--- config.mk ---
export PLATFORM = sky130hd
export DESIGN_NAME = cdm_div32_16
export DESIGN_NICKNAME = d
export VERILOG_FILES = /design/src/rtl/cdm_div32_16.sv
export SDC_FILE = /design/constraint.sdc
export NUM_CORES = 1
export LEC_CHECK = 0
export CAP_MARGIN = 10
export CORE_MARGIN = 8
export CORE_UTILIZATION = 30
export CTS_BUF_LIST = sky130_fd_sc_hd__clkbuf_8
export DETAILED_ROUTE_END_ITERATION = 8
export PLACE_DENSITY = 0.54
export SYNTH_ARGS = -nofsm -noshare
export SYNTH_HDL_FRONTEND = slang
export SYNTH_SLANG_ARGS = --single-unit
--- constraint.sdc ---
create_clock -name clk -period 3.9 [get_ports clk]
set_input_delay 1.17 -clock clk [delete_from_list [all_inputs] [get_ports clk]]
set_output_delay 1.17 -clock clk [all_outputs]
set_load 0.02 [all_outputs]
--- src/rtl/cdm_div32_16.sv ---
// cdm_div32_16 -- sequential exact 2N-by-N restoring divider (N=16).
// Recovers an operand from a carry-disregard multiplier result so that
// error-characterisation logic can compare approximate products with exact
// ones. Produces one quotient bit per cycle. Has valid/ready handshakes on
// both the input and the output side.
//
// Ports:
//   clk, rst            clock; asynchronous active-high reset
//   in_valid/in_ready   operand handshake (in_ready only in IDLE)
//   dividend [2N-1:0]   value to divide
//   divisor  [N-1:0]    divisor
//   out_valid/out_ready result handshake (out_valid only in DONE)
//   quotient [N-1:0]    quotient ({N{1}} when flagged)
//   remainder[N-1:0]    remainder
//   div_zero            divisor was zero
//   overflow            quotient would not fit in N bits
module cdm_div32_16 #(
    parameter int N = 16
) (
    input  logic           clk,
    input  logic           rst,
    input  logic           in_valid,
    output logic           in_ready,
    input  logic [2*N-1:0] dividend,
    input  logic [N-1:0]   divisor,
    output logic           out_valid,
    input  logic           out_ready,
    output logic [N-1:0]   quotient,
    output logic [N-1:0]   remainder,
    output logic           div_zero,
    output logic           overflow
);
    localparam int CW = $clog2(N) + 1;

    typedef enum logic [1:0] {IDLE, CALC, DONE} state_t;

    state_t          state, state_nxt;
    logic [N-1:0]    div_r;
    logic [N:0]      prem;      // partial remainder
    logic [N-1:0]    sreg;      // dividend low half shifts out, quotient bits shift in
    logic [CW-1:0]   cnt;

    logic            is_zero, is_ovf, accept, last;
    logic [N+1:0]    sh, diff;
    logic            qbit;
    logic [N:0]      prem_nxt;
    logic [N-1:0]    sreg_nxt;

    assign is_zero = (divisor == '0);
    assign is_ovf  = !is_zero && (dividend[2*N-1:N] >= divisor);
    assign accept  = (state == IDLE) && in_valid;
    assign last    = (cnt == CW'(N - 1));

    // The partial remainder always stays below the divisor, so the shifted
    // value is below 2*divisor. The trial difference fits in N+2 bits, and
    // its top bit is the sign.
    always_comb begin
        sh       = {prem, sreg[N-1]};
        diff     = sh - {2'b00, div_r};
        qbit     = ~diff[N+1];
        prem_nxt = qbit ? diff[N:0] : sh[N:0];
        sreg_nxt = {sreg[N-2:0], qbit};
    end

    // State register
    always_ff @(posedge clk or posedge rst) begin
        if (rst) state <= IDLE;
        else     state <= state_nxt;
    end

    // Next-state logic
    always_comb begin
        state_nxt = state;
        case (state)
            IDLE: if (in_valid) state_nxt = (is_zero || is_ovf) ? DONE : CALC;
            CALC: if (last)     state_nxt = DONE;
            DONE: if (out_ready) state_nxt = IDLE;
            default:            state_nxt = IDLE;
        endcase
    end

    // Output decode
    always_comb begin
        in_ready  = (state == IDLE);
        out_valid = (state == DONE);
    end

    // Datapath. The result registers only change when a new result loads.
    // This keeps them stable through backpressure and after the handshake.
    always_ff @(posedge clk or posedge rst) begin
        if (rst) begin
            div_r     <= '0;
            prem      <= '0;
            sreg      <= '0;
            cnt       <= '0;
            quotient  <= '0;
            remainder <= '0;
            div_zero  <= 1'b0;
            overflow  <= 1'b0;
        end else if (accept) begin
            div_r <= divisor;
            if (is_zero) begin
                quotient  <= '1;
                remainder <= dividend[N-1:0];
                div_zero  <= 1'b1;
                overflow  <= 1'b0;
            end else if (is_ovf) begin
                quotient  <= '1;
                remainder <= '0;
                div_zero  <= 1'b0;
                overflow  <= 1'b1;
            end else begin
                prem <= {1'b0, dividend[2*N-1:N]};
                sreg <= dividend[N-1:0];
                cnt  <= '0;
            end
        end else if (state == CALC) begin
            prem <= prem_nxt;
            sreg <= sreg_nxt;
            cnt  <= cnt + 1'b1;
            if (last) begin
                quotient  <= sreg_nxt;
                remainder <= prem_nxt[N-1:0];
                div_zero  <= 1'b0;
                overflow  <= 1'b0;
            end
        end
    end

endmodule

# Yosys cells after proc, flatten, opt, wreduce, memory -nomap -nowiden
# Index checks and enable logic that the tools add are counted.
classes:
  addsub: 2
  n_lt_le_gt_ge: 1
  eq_ne: 9
  mux: 36
  bitwise_logic: 1
  n_reduce_logical: 11
ops:
  columns: ["op", "count"]
  rows:
  - ["2-to-1 mux 16 bit", 14]
  - ["2-to-1 mux 17 bit", 5]
  - ["2-to-1 mux 5 bit", 4]
  - ["subtractor 18 x 16 -> 18 bit", 1]
  - [">= comparator 16 bit", 1]
  - ["zero test 16 bit", 1]
  - ["AND reduction 3 bit", 3]
  - ["2-to-1 mux 1 bit", 8]
  - ["2-to-1 mux 2 bit", 4]
  - ["!= test 2 bit, second input constant", 4]
  - ["one-hot mux 2 bit (3 select lines)", 1]
  - ["adder 5 x 1 -> 5 bit, second input constant", 1]
  - ["equality test 5 x 4 -> 1 bit, second input constant", 1]
  - ["nonzero test 2 bit", 2]
  - ["!= test 3 bit, second input constant", 1]
  - ["equality test 2 x 1 -> 1 bit, second input constant", 1]
  - ["equality test 2 bit, second input constant", 1]
  - ["logical AND 1 bit", 2]
  - ["zero test 2 bit", 1]
  - ["!= test 2 x 1 -> 1 bit, second input constant", 1]
  - ["zero test 1 bit", 1]
  - ["logical OR 1 bit", 1]
  - ["inverter 1 bit", 1]
word_totals:
  register_bits: 90
  word_cells: 69

# Depth between registers and ports, before layout
depth:
  ltp_word: 7
  depth_mapped: 12

# Worst setup path after synthesis
# Ideal clock, no wire load.
synth_path:
  kind: "input-to-reg"
  start: "in dividend[16]"
  end: "reg prem[12]"
  setup_ps: 94
  arrival_ps: 3054
  required_time_ps: 3806
  slack_ps: 753
  cell_stages: 12
  path_buffers: 2
  path_cell_list: "inv_1 -> ha_1 -> nand2b_1 -> a21o_1 -> a211o_1 -> a211oi_2 -> o211a_2 -> or2_1 -> buf_2 -> buf_2 -> nor2_1 -> a211oi_1"
synth_via:
  elab_chain_len: 4
synth_lines:
  columns: ["item", "line", "text"]
  rows:
  - ["start, declared", "24", "input logic [2*N-1:0] dividend,"]
  - [">= comparator 16 bit", "50", "assign is_ovf = !is_zero && (dividend[2*N-1:N] >= divisor);"]
  - ["logical AND 1 bit", "50", null]
  - ["!= test 2 bit (no source line)", null, null]
  - ["AND reduction 3 bit (no source line)", null, null]
  - ["end signal, assigned", "113", "prem <= {1'b0, dividend[2*N-1:N]};"]
  - ["end signal, assigned", "118", "prem <= prem_nxt;"]
  - ["end, declared", "39", "logic [N:0] prem;"]
# Every way passes these cells.
# A chain may end at the register's enable or synchronous reset.

# Worst setup path in the final report
layout_path:
  start: "in dividend[16]"
  end: "reg quotient[0]"
layout_via:
  elab_chain_len: 4
layout_lines:
  columns: ["item", "line", "text"]
  rows:
  - [">= comparator 16 bit", "50", null]
  - ["logical AND 1 bit", "50", null]
  - ["!= test 3 bit (no source line)", null, null]
  - ["AND reduction 3 bit (no source line)", null, null]
  - ["end signal, assigned", "122", "quotient <= sreg_nxt;"]
  - ["end, declared", "28", "output logic [N-1:0] quotient,"]
# Every way passes these cells.

==> metrics.json <==
{
  "synthSimpleGateAreaFrac_pct": 19.23,
  "fmax_ghz": 0.2890,
  "grt_remaining_overflow": 0,
  "hold_slack_ns": 0.4935,
  "areaGrowthSynthToFinish_pct": 25.76,
  "cts_inserted_buffers": 9,
  "timing.hold.worst_path_depth": 1,
  "worst-endpoint-required_ns": 4.17,
  "synth_warnings": 0,
  "grt_pass1_vias": 4908,
  "worstSetupStartpointType": "primary input",
  "cts-htree-levels": 3,
  "arrival_time_reported_for_the_critical_path_endpoint_ns": 3.73,
  "synth.lib_cells_used.distinct": 76,
  "period_needed_ns": 3.460,
  "rows": 49,
  "violations_in_the_final_reports": "design-rule violations",
  "clk_pin_slew_ns": 0.09,
  "synth.cells.most_frequent": "nand2_1 (93), dfrtp_1 (90), inv_1 (41), nor2_1 (40), ha_1 (34)",
  "worst_slew_margin_rel_pct": 60.86,
  "gr_layer_usage_met1_pct": 19.72,
  "synth.ff_latch_count": 90,
  "place.gp.congestion": 0.9043,
  "synthCells": 622,
  "floorplan.core_area_um2": 17960,
  "powerDensity_nw_per_um2": 936.4,
  "post-route-worst-setup-slack_ns": 0.4400,
  "min_delay_worst_type": "flop to flop",
  "ys.flop_type": "dfrtp_1",
  "final_layout_size_suffix_gt1_share_pct": 9.244,
  "firstDrtPassIters": 9,
  "netlist_area_pre_place_um2": 5498,
  "synthTopCellsByArea": "dfrtp_1 (41%), ha_1 (7.7%), nand2_1 (6.3%), o22a_1 (4.1%), a21oi_1 (3.0%)",
  "global_route_wire_length_before_repair_um": 26890,
  "wire_per_inst_um": 17.94,
  "synthMostInstantiatedCell": "nand2_1",
  "clock_path_buffers": 2,
  "timing.critical_path.slowest_cell_delay_ns": 0.51,
  "antenna_violations_before_repair": 0,
  "worst_path_most_repeated_cell": "buf_4",
  "fraction_of_the_yosys_area_taken_by_sequential_cells_pct": 40.96,
  "final.setup_skew_ns": 0.007024,
  "synth_compound_gate_area_share_pct": 23.12,
  "synth_area_leader_cell": "dfrtp_1",
  "use_met2_pct": 23.80,
  "worst_pin_slew_ns": 0.5852,
  "drt_drc_violations_left": 5,
  "final_max_slew_viol_count": 0,
  "synth_mux_area_share_pct": 0.5690,
  "ctsRootBufferMaster": "clkbuf_8",
  "worst-setup-path-type": "primary input to flop",
  "drv_cap": 0,
  "tritoncts_num_sinks": 90,
  "design.die.area_um2": 22910,
  "synth_top_family_by_area": "compound AO/OA/AOI/OAI gates",
  "ant_nets": 0,
  "clock_insertion_delay_worst_skew_ns": 0.38,
  "cts_tree": "done",
  "global_route.peak_usage_layer": "met2",
  "status": "finished, violations left",
  "timing.reg2reg.worst_path_depth": 10,
  "ys_async_sr_fraction_pct": 100.0,
  "critical_path_peak_fanout": 12,
  "yosys.area_share.adder_pct": 8.102,
  "floorplan.initialDensity_pct": 30.61,
  "global_route_met3_usage_pct": 3.227,
  "num_antenna_cells": 0,
  "setup.worst_path.end_class": "flop",
  "period_share_pct": 88.72,
  "worstPathCellList": "clkdlybuf4s50_1 > inv_1 > ha_1 > nand2b_1 > a21o_1 > a211o_1 > a211oi_2 > buf_4 > o21a_1 > o21ai_2 > buf_4 > o22a_1",
  "numPortBuffers": 87,
  "largest_net_degree_at_the_start_of_global_routing": 77,
  "post_cts_resize_count": 0,
  "detailroute.via_count": 4938,
  "cpMaxStageDelayCell": "clkdlybuf4s50_1",
  "post-synth-top-area-fraction_pct": 40.96,
  "p_leak_nw": 2.930,
  "final-setup-viol-count": 0,
  "syn_avg_cell_area_um2": 8.839,
  "postCtsSetupBuffers": 0,
  "cts_hold_buffers": 0,
  "design.portCount": 88,
  "dp_hpwl_um": 12730,
  "die_h_um": 151.4,
  "totalWireLength_um": 16920,
  "rsz0062_at_grt": "false",
  "hold_violations": 0,
  "sum_neg_setup_slack_ns": 0,
  "post_synth_xor_area_fraction_pct": 2.071,
  "pre_cts_ws_ns": 0.02175,
  "die_width_um": 151.4,
  "initialDrtViolationCount": 321,
  "grt_util_all_layers_pct": 15.08,
  "via_per_inst": 5.236,
  "nNetsFinal": 798,
  "vdd_drop_max_mv": 0.3344,
  "postSynthNetCount": 709,
  "synth-edff-count": 0
}
-- sequential cells by signal, indices dropped and copies added (netlist names) --
signal and flops:
cnt 5, remainder 16, div_zero 1, state 2
sreg 16, prem 17, quotient 16, div_r 16
overflow 1
-- cell usage in the layout, fill, tap and decap left out, types with 2 or more instances in the layout --
cell	netlist	layout
a211oi_1	5	5
a21boi_0	2	2
a21o_1	6	6
a21oi_1	33	33
a31oi_1	22	22
and2_1	2	2
and3_1	13	13
and3_2	2	2
buf_12	0	4
buf_4	3	22
clkbuf_8	0	9
clkdlybuf4s50_1	0	87
clkinv_2	0	3
dfrtp_1	90	90
ha_1	34	34
inv_1	41	40
mux2i_1	2	2
nand2_1	93	93
nand2b_1	5	5
nand3_1	27	27
nand4_1	7	7
nor2_1	40	40
nor2b_1	5	5
nor3_1	4	4
nor3b_1	2	2
nor4_1	5	5
o211ai_1	2	2
o21a_1	3	3
o21ai_0	29	29
o21ai_1	25	24
o21bai_1	2	2
o221ai_1	4	4
o22a_1	26	26
or2_2	2	2
or3_1	3	3
xnor2_1	9	9
xor2_1	4	4
-- logic make-up after synthesis --
kind of cell / after synthesis
AO/OA/AOI/OAI: 183
XOR/XNOR: 13
adder cells (fa/ha/maj): 35
buffers and inverters: 76
flip-flops: 90
multiplexers: 3
AND/OR/NAND/NOR: 222
-- report_power, final --
part / switching (mW) / leakage [nW] / internal, mW
clock network: 0.348 / 0.0913 / 0.289
logic: 2.40 / 1.82 / 1.81
registers: 0.290 / 1.02 / 1.33
total: 3.04 / 2.93 / 3.44
-- metrics by stage --
step / total power, mW / instance area (um2) / util (%) / std cells
2_1_floorplan: 4.643 / 5498 / - / 622
3_3_place_gp: 5.743 / 6734 / 37.49 / 929
3_5_place_dp: 5.841 / 6734 / 37.49 / 929
4_1_cts: 6.506 / 6914 / 38.49 / 943
5_1_grt: 7.035 / 6914 / 38.49 / 943
6_report: 6.474 / 6914 / 38.49 / 943
-- final timing paths --
kind	to	slack, ns	startpoint
worst min-delay path	quotient[6]$_DFFE_PP0P_	0.49	quotient[6]$_DFFE_PP0P_
worst max register to register	remainder[12]$_DFFE_PP0P_	0.92	div_r[1]$_DFFE_PP0P_
max in group asynchronous	prem[13]$_DFFE_PP0P_	2.20	rst
min in group asynchronous	sreg[13]$_DFFE_PP0P_	1.07	rst
worst min register to register	quotient[6]$_DFFE_PP0P_	0.49	quotient[6]$_DFFE_PP0P_
worst max-delay path	quotient[0]$_DFFE_PP0P_	0.44	dividend[16]
-- layer usage --
metal	vias to the layer above	wire length [um]	share of wire, %
met5	-	0	0
met4	0	438	2.6
met3	31	875	5.2
met2	138	7972	47
met1	2380	7635	45
li1	2389	-	-
-- worst max-delay path: cells and delay by family --
kind / cells / cell delay (ns)
AOI/OAI and AO/OA: 6 / 1.21
adders and majority gates: 1 / 0.27
buffers and inverters: 4 / 0.95
and+or+nand+nor: 1 / 0.14
-- final cells by class --
class	instances	area [um2]
flip-flops and latches	90	2252
clock inverters	5	56.30
clock buffers	9	123.9
multi-input cells	456	2924
inverters	41	155.1
well taps	229	286.5
fillers	1830	11050
repair buffers	113	1116
Note: power is estimated with default switching activity, not from simulation.
